$ cat src/rtl/min_distortion_selector.sv
// Tracks the minimum block distortion over a ROWS x COLS search window and reports
// the winning candidate position with a one-cycle done pulse.
module min_distortion_selector #(
    parameter int unsigned DIST_WIDTH = 8,
    parameter int unsigned COLS       = 16,
    parameter int unsigned ROWS       = 16,
    parameter int unsigned COL_W      = 4,
    parameter int unsigned ROW_W      = 4
) (
    input  logic                  clock,
    input  logic                  reset,
    input  logic                  start,
    input  logic                  dist_valid,
    input  logic [DIST_WIDTH-1:0] accumulate,
    output logic                  busy,
    output logic                  done,
    output logic [DIST_WIDTH-1:0] best_dist,
    output logic [ROW_W-1:0]      best_row,
    output logic [COL_W-1:0]      best_col
);

    typedef enum logic [1:0] {StIdle, StSearch, StReport} state_e;

    localparam logic [COL_W-1:0]      LastCol = COL_W'(COLS - 1);
    localparam logic [ROW_W-1:0]      LastRow = ROW_W'(ROWS - 1);
    localparam logic [DIST_WIDTH-1:0] AllOnes = '1;

    state_e                  state_q, state_d;
    logic [ROW_W-1:0]        row_q, row_d;
    logic [COL_W-1:0]        col_q, col_d;
    logic [DIST_WIDTH-1:0]   min_q, min_d;
    logic [ROW_W-1:0]        min_row_q, min_row_d;
    logic [COL_W-1:0]        min_col_q, min_col_d;
    logic [DIST_WIDTH-1:0]   best_dist_q, best_dist_d;
    logic [ROW_W-1:0]        best_row_q, best_row_d;
    logic [COL_W-1:0]        best_col_q, best_col_d;

    // Minimum including the sample currently presented, so the last candidate
    // can be folded straight into best_* on the transition into report.
    logic                    take;
    logic [DIST_WIDTH-1:0]   cand_min;
    logic [ROW_W-1:0]        cand_row;
    logic [COL_W-1:0]        cand_col;

    always_comb begin
        take     = accumulate < min_q;
        cand_min = take ? accumulate : min_q;
        cand_row = take ? row_q : min_row_q;
        cand_col = take ? col_q : min_col_q;
    end

    always_comb begin
        state_d     = state_q;
        row_d       = row_q;
        col_d       = col_q;
        min_d       = min_q;
        min_row_d   = min_row_q;
        min_col_d   = min_col_q;
        best_dist_d = best_dist_q;
        best_row_d  = best_row_q;
        best_col_d  = best_col_q;

        unique case (state_q)
            StIdle: begin
                if (start) begin
                    state_d   = StSearch;
                    row_d     = '0;
                    col_d     = '0;
                    min_d     = AllOnes;
                    min_row_d = '0;
                    min_col_d = '0;
                end
            end
            StSearch: begin
                if (start) begin
                    // Abort and restart; a coincident sample is dropped.
                    row_d     = '0;
                    col_d     = '0;
                    min_d     = AllOnes;
                    min_row_d = '0;
                    min_col_d = '0;
                end else if (dist_valid) begin
                    min_d     = cand_min;
                    min_row_d = cand_row;
                    min_col_d = cand_col;
                    if (col_q == LastCol) begin
                        col_d = '0;
                        if (row_q == LastRow) begin
                            row_d       = '0;
                            state_d     = StReport;
                            best_dist_d = cand_min;
                            best_row_d  = cand_row;
                            best_col_d  = cand_col;
                        end else begin
                            row_d = row_q + 1'b1;
                        end
                    end else begin
                        col_d = col_q + 1'b1;
                    end
                end
            end
            StReport: begin
                state_d = StIdle;
            end
            default: begin
                state_d = StIdle;
            end
        endcase
    end

    always_ff @(posedge clock) begin
        if (reset) begin
            state_q     <= StIdle;
            row_q       <= '0;
            col_q       <= '0;
            min_q       <= AllOnes;
            min_row_q   <= '0;
            min_col_q   <= '0;
            best_dist_q <= '0;
            best_row_q  <= '0;
            best_col_q  <= '0;
        end else begin
            state_q     <= state_d;
            row_q       <= row_d;
            col_q       <= col_d;
            min_q       <= min_d;
            min_row_q   <= min_row_d;
            min_col_q   <= min_col_d;
            best_dist_q <= best_dist_d;
            best_row_q  <= best_row_d;
            best_col_q  <= best_col_d;
        end
    end

    always_comb begin
        busy      = (state_q != StIdle);
        done      = (state_q == StReport);
        best_dist = best_dist_q;
        best_row  = best_row_q;
        best_col  = best_col_q;
    end

endmodule

$ cat config.mk
export PLATFORM = sky130hd
export DESIGN_NAME = min_distortion_selector
export DESIGN_NICKNAME = d
export VERILOG_FILES = /design/src/rtl/min_distortion_selector.sv
export SDC_FILE = /design/constraint.sdc
export NUM_CORES = 1
export LEC_CHECK = 0
export ABC_AREA = 1
export BUFFER_PORTS_ARGS = -buffer_cell sky130_fd_sc_hd__buf_2
export CAP_MARGIN = 30
export CORE_UTILIZATION = 30
export CTS_BUF_LIST = sky130_fd_sc_hd__clkbuf_4
export CTS_CLUSTER_DIAMETER = 200
export CTS_CLUSTER_SIZE = 10
export DETAILED_ROUTE_END_ITERATION = 10
export GPL_ROUTABILITY_DRIVEN = 0
export PLACE_DENSITY = 0.57
export SLEW_MARGIN = 20
export SYNTH_ARGS = -nofsm -noshare
export SYNTH_HDL_FRONTEND = slang
export SYNTH_SLANG_ARGS = --single-unit
export TNS_END_PERCENT = 10
$ cat constraint.sdc
create_clock -name clock -period 3.5 [get_ports clock]
set_input_delay 0.525 -clock clock [delete_from_list [all_inputs] [get_ports clock]]
set_output_delay 0.525 -clock clock [all_outputs]
set_load 0.03 [all_outputs]
==> flow_summary.json <==
{
  "postRouteAntennaNets": 0,
  "post-cts-setup-buffer-count": 0,
  "crit_fanout": 17,
  "cp_data_arrival_time_ns": 2.43,
  "leakage_uw": 0.001270,
  "start_kind": "flip-flop",
  "numCtsBuffers": 5,
  "grtUsageTotal_pct": 13.46,
  "antenna_found_initial": 0,
  "cts.repair.resized": 0,
  "required_ns": 3.78,
  "first_pass_iters": 4,
  "skew_ns": 0.01384,
  "rsz0062_at_grt": "no",
  "grt_pass1_vias": 1918,
  "post-place-cells": 436,
  "fmax_mhz": 465.5,
  "synthToLayoutAreaGrowth_pct": 9.816,
  "avgSynthCellArea_sq_um": 7.227,
  "ir_worst_vdd_mv": 0.1044,
  "gr-total-overflow": 0,
  "die_area_sq_um": 8088,
  "netlist_area_sq_um": 2320,
  "wl_per_cell_microns": 11.02,
  "hp-class": "in -> reg",
  "dp_hpwl_mm": 3.414,
  "synth_seq_cells": 42,
  "synth_seq_area_share_pct": 36.25,
  "outcome": "finished clean",
  "period_share_pct": 61.38,
  "drc": 0,
  "rows": 31,
  "diodes": 0,
  "cap_violations": 0,
  "drt-total-wl_mm": 4.895,
  "chipHeight_microns": 89.94,
  "coreArea_sq_um": 7370,
  "grt_max_degree": 33,
  "slew_headroom_pct": 48.72,
  "cts_hold_buf": 0,
  "p_per_area_nw_per_um2": 347.9,
  "io_buffers": 29,
  "vias_per_cell": 4.498,
  "end_kind": "flip-flop",
  "seqCellArea_sq_um": 840.8,
  "worst_slew_pin_slew_ns": 0.7683,
  "syn_inst": 321,
  "yosysWarningCount": 0,
  "clkLatencyLatePin_ns": 0.37,
  "critPathKind": "reg -> reg",
  "cts_buffer_depth": 2,
  "min_period_ns": 2.148,
  "nets": 365,
  "via_count": 1997,
  "finalSetupViolations": 0,
  "fin_setup_tns_ns": 0,
  "num_io_pins": 30,
  "htree_levels": 2,
  "path_clk_slew_ns": 0.13,
  "final_cells": 444,
  "initial_core_util_pct": 31.48,
  "die_x_microns": 89.94,
  "drtIter0Drc": 52,
  "grt_pass1_wl_mm": 8.769,
  "filler_cell_count": 826,
  "hold_viol": 0,
  "multi_input_area_sq_um": 1187,
  "ys_types": 27,
  "syn-num-nets": 342,
  "clkSinkCount": 42,
  "layout-drive-gt1-share_pct": 16.81,
  "cts_tree": "done",
  "finalMaxSlewViolations": 0,
  "cts-root-buf": "clkbuf_4"
}
[cell families after synthesis]
kind of cell,Yosys count,share of synthesized area [%]
buffers and inverters,64,12.57
xor gates and xnor gates,1,0.3776
AOI/OAI and AO/OA,50,14.08
DFF,42,36.25
adders and majority gates,9,4.854
and+or+nand+nor,155,31.88
[critical path, stage by stage (launching register included)]
cell,delay (ns)
dfxtp_1,0.38
inv_1,0.05
ha_1,0.29
nand2_1,0.06
inv_1,0.03
nor2_1,0.08
o21a_1,0.55
nand2_4,0.26
nand2_1,0.14
nand3_1,0.08
nand2_1,0.09
inv_1,0.04
[cell usage after synthesis]
master	instances	share of area (%)
nor3_1	2	0.43
nor2_2	1	0.27
inv_4	2	0.54
dfxtp_1	42	36
nor2_1	6	0.97
xor2_1	1	0.38
clkbuf_1	3	0.49
inv_2	4	0.65
nand3_1	44	9.5
a21oi_1	27	5.8
o21a_1	17	5.5
buf_6	3	1.5
buf_4	6	1.9
nor3_2	1	0.43
o22ai_4	1	0.86
nor2_4	2	0.97
inv_1	45	7.3
nand2_4	6	2.9
buf_2	1	0.22
a211oi_2	1	0.54
nand3_2	2	0.86
ha_1	9	4.9
o21ai_1	3	0.65
nand4_1	1	0.27
nand2_1	89	14
o32ai_2	1	0.70
nor2_8	1	0.86
[state kept, by name, indices dropped and copies added, names as in the netlist, 4 cells and up]
register	flops
best_col	4
best_row	4
min_col_q	4
row_q	4
best_dist	8
min_row_q	4
min_q	8
col_q	4
[final cells by class]
type / instances / area share [%]
inverters: 51 / 7.711
multi-input cells: 215 / 46.61
well taps: 99 / 4.862
repair buffers: 29 / 5.697
flip-flops and latches: 42 / 33.01
clock buffers: 6 / 1.768
clock inverters: 2 / 0.3438
[routing by layer]
| metal | track usage [%] | vias to the layer above | part of all wire (%) |
|---|---|---|---|
| met5 | 0 | - | 0 |
| met4 | 6.048 | 0 | 1.8 |
| met3 | 2.876 | 8 | 3.4 |
| met2 | 21.35 | 34 | 43 |
| met1 | 17.54 | 881 | 52 |
| li1 | - | 1074 | - |
[power breakdown]
part	switching, uW	internal, uW
clock	164	83.4
sequential	7.95	488
combinational	97.6	45.7
total	269	617
[final timing paths]
| kind | from | to | slack (ns) | depth (start not counted) |
|---|---|---|---|---|
| min reg2reg | min_row_q[0] | min_row_q[0] | 0.47 | 2 |
| max reg2reg | min_q[7] | best_dist[5] | 1.35 | 11 |
| min | start | state_q[0] | 0.45 | 3 |
| max | min_q[7] | best_dist[5] | 1.35 | 11 |
[metrics by stage]
| stage | hold WS [ns] | setup slack, ns | area (sq um) | util [%] | total power [uW] |
|---|---|---|---|---|---|
| after floorplan | 0.4450 | 1.746 | 2320 | - | 622.7 |
| after global placement | 0.4518 | 1.145 | 2494 | 33.84 | 650.0 |
| after detailed placement | 0.4558 | 1.100 | 2494 | 33.84 | 651.1 |
| after CTS | 0.4283 | 1.339 | 2547 | 34.57 | 901.2 |
| after global routing | 0.4428 | 1.081 | 2547 | 34.57 | 947.6 |
| final | 0.4481 | 1.352 | 2547 | 34.57 | 886.4 |
[cell usage in the layout (no fill, tap or decap), types with 3 or more instances in the layout]
cell type / instances
a21oi_1: 27
o21ai_1: 3
buf_2: 29
nand3_1: 44
nand2_1: 89
ha_1: 9
inv_2: 4
nand2_4: 6
dfxtp_1: 42
inv_1: 45
o21a_1: 17
nor2_1: 6
clkbuf_4: 6
(Power assumes the default switching activity.)
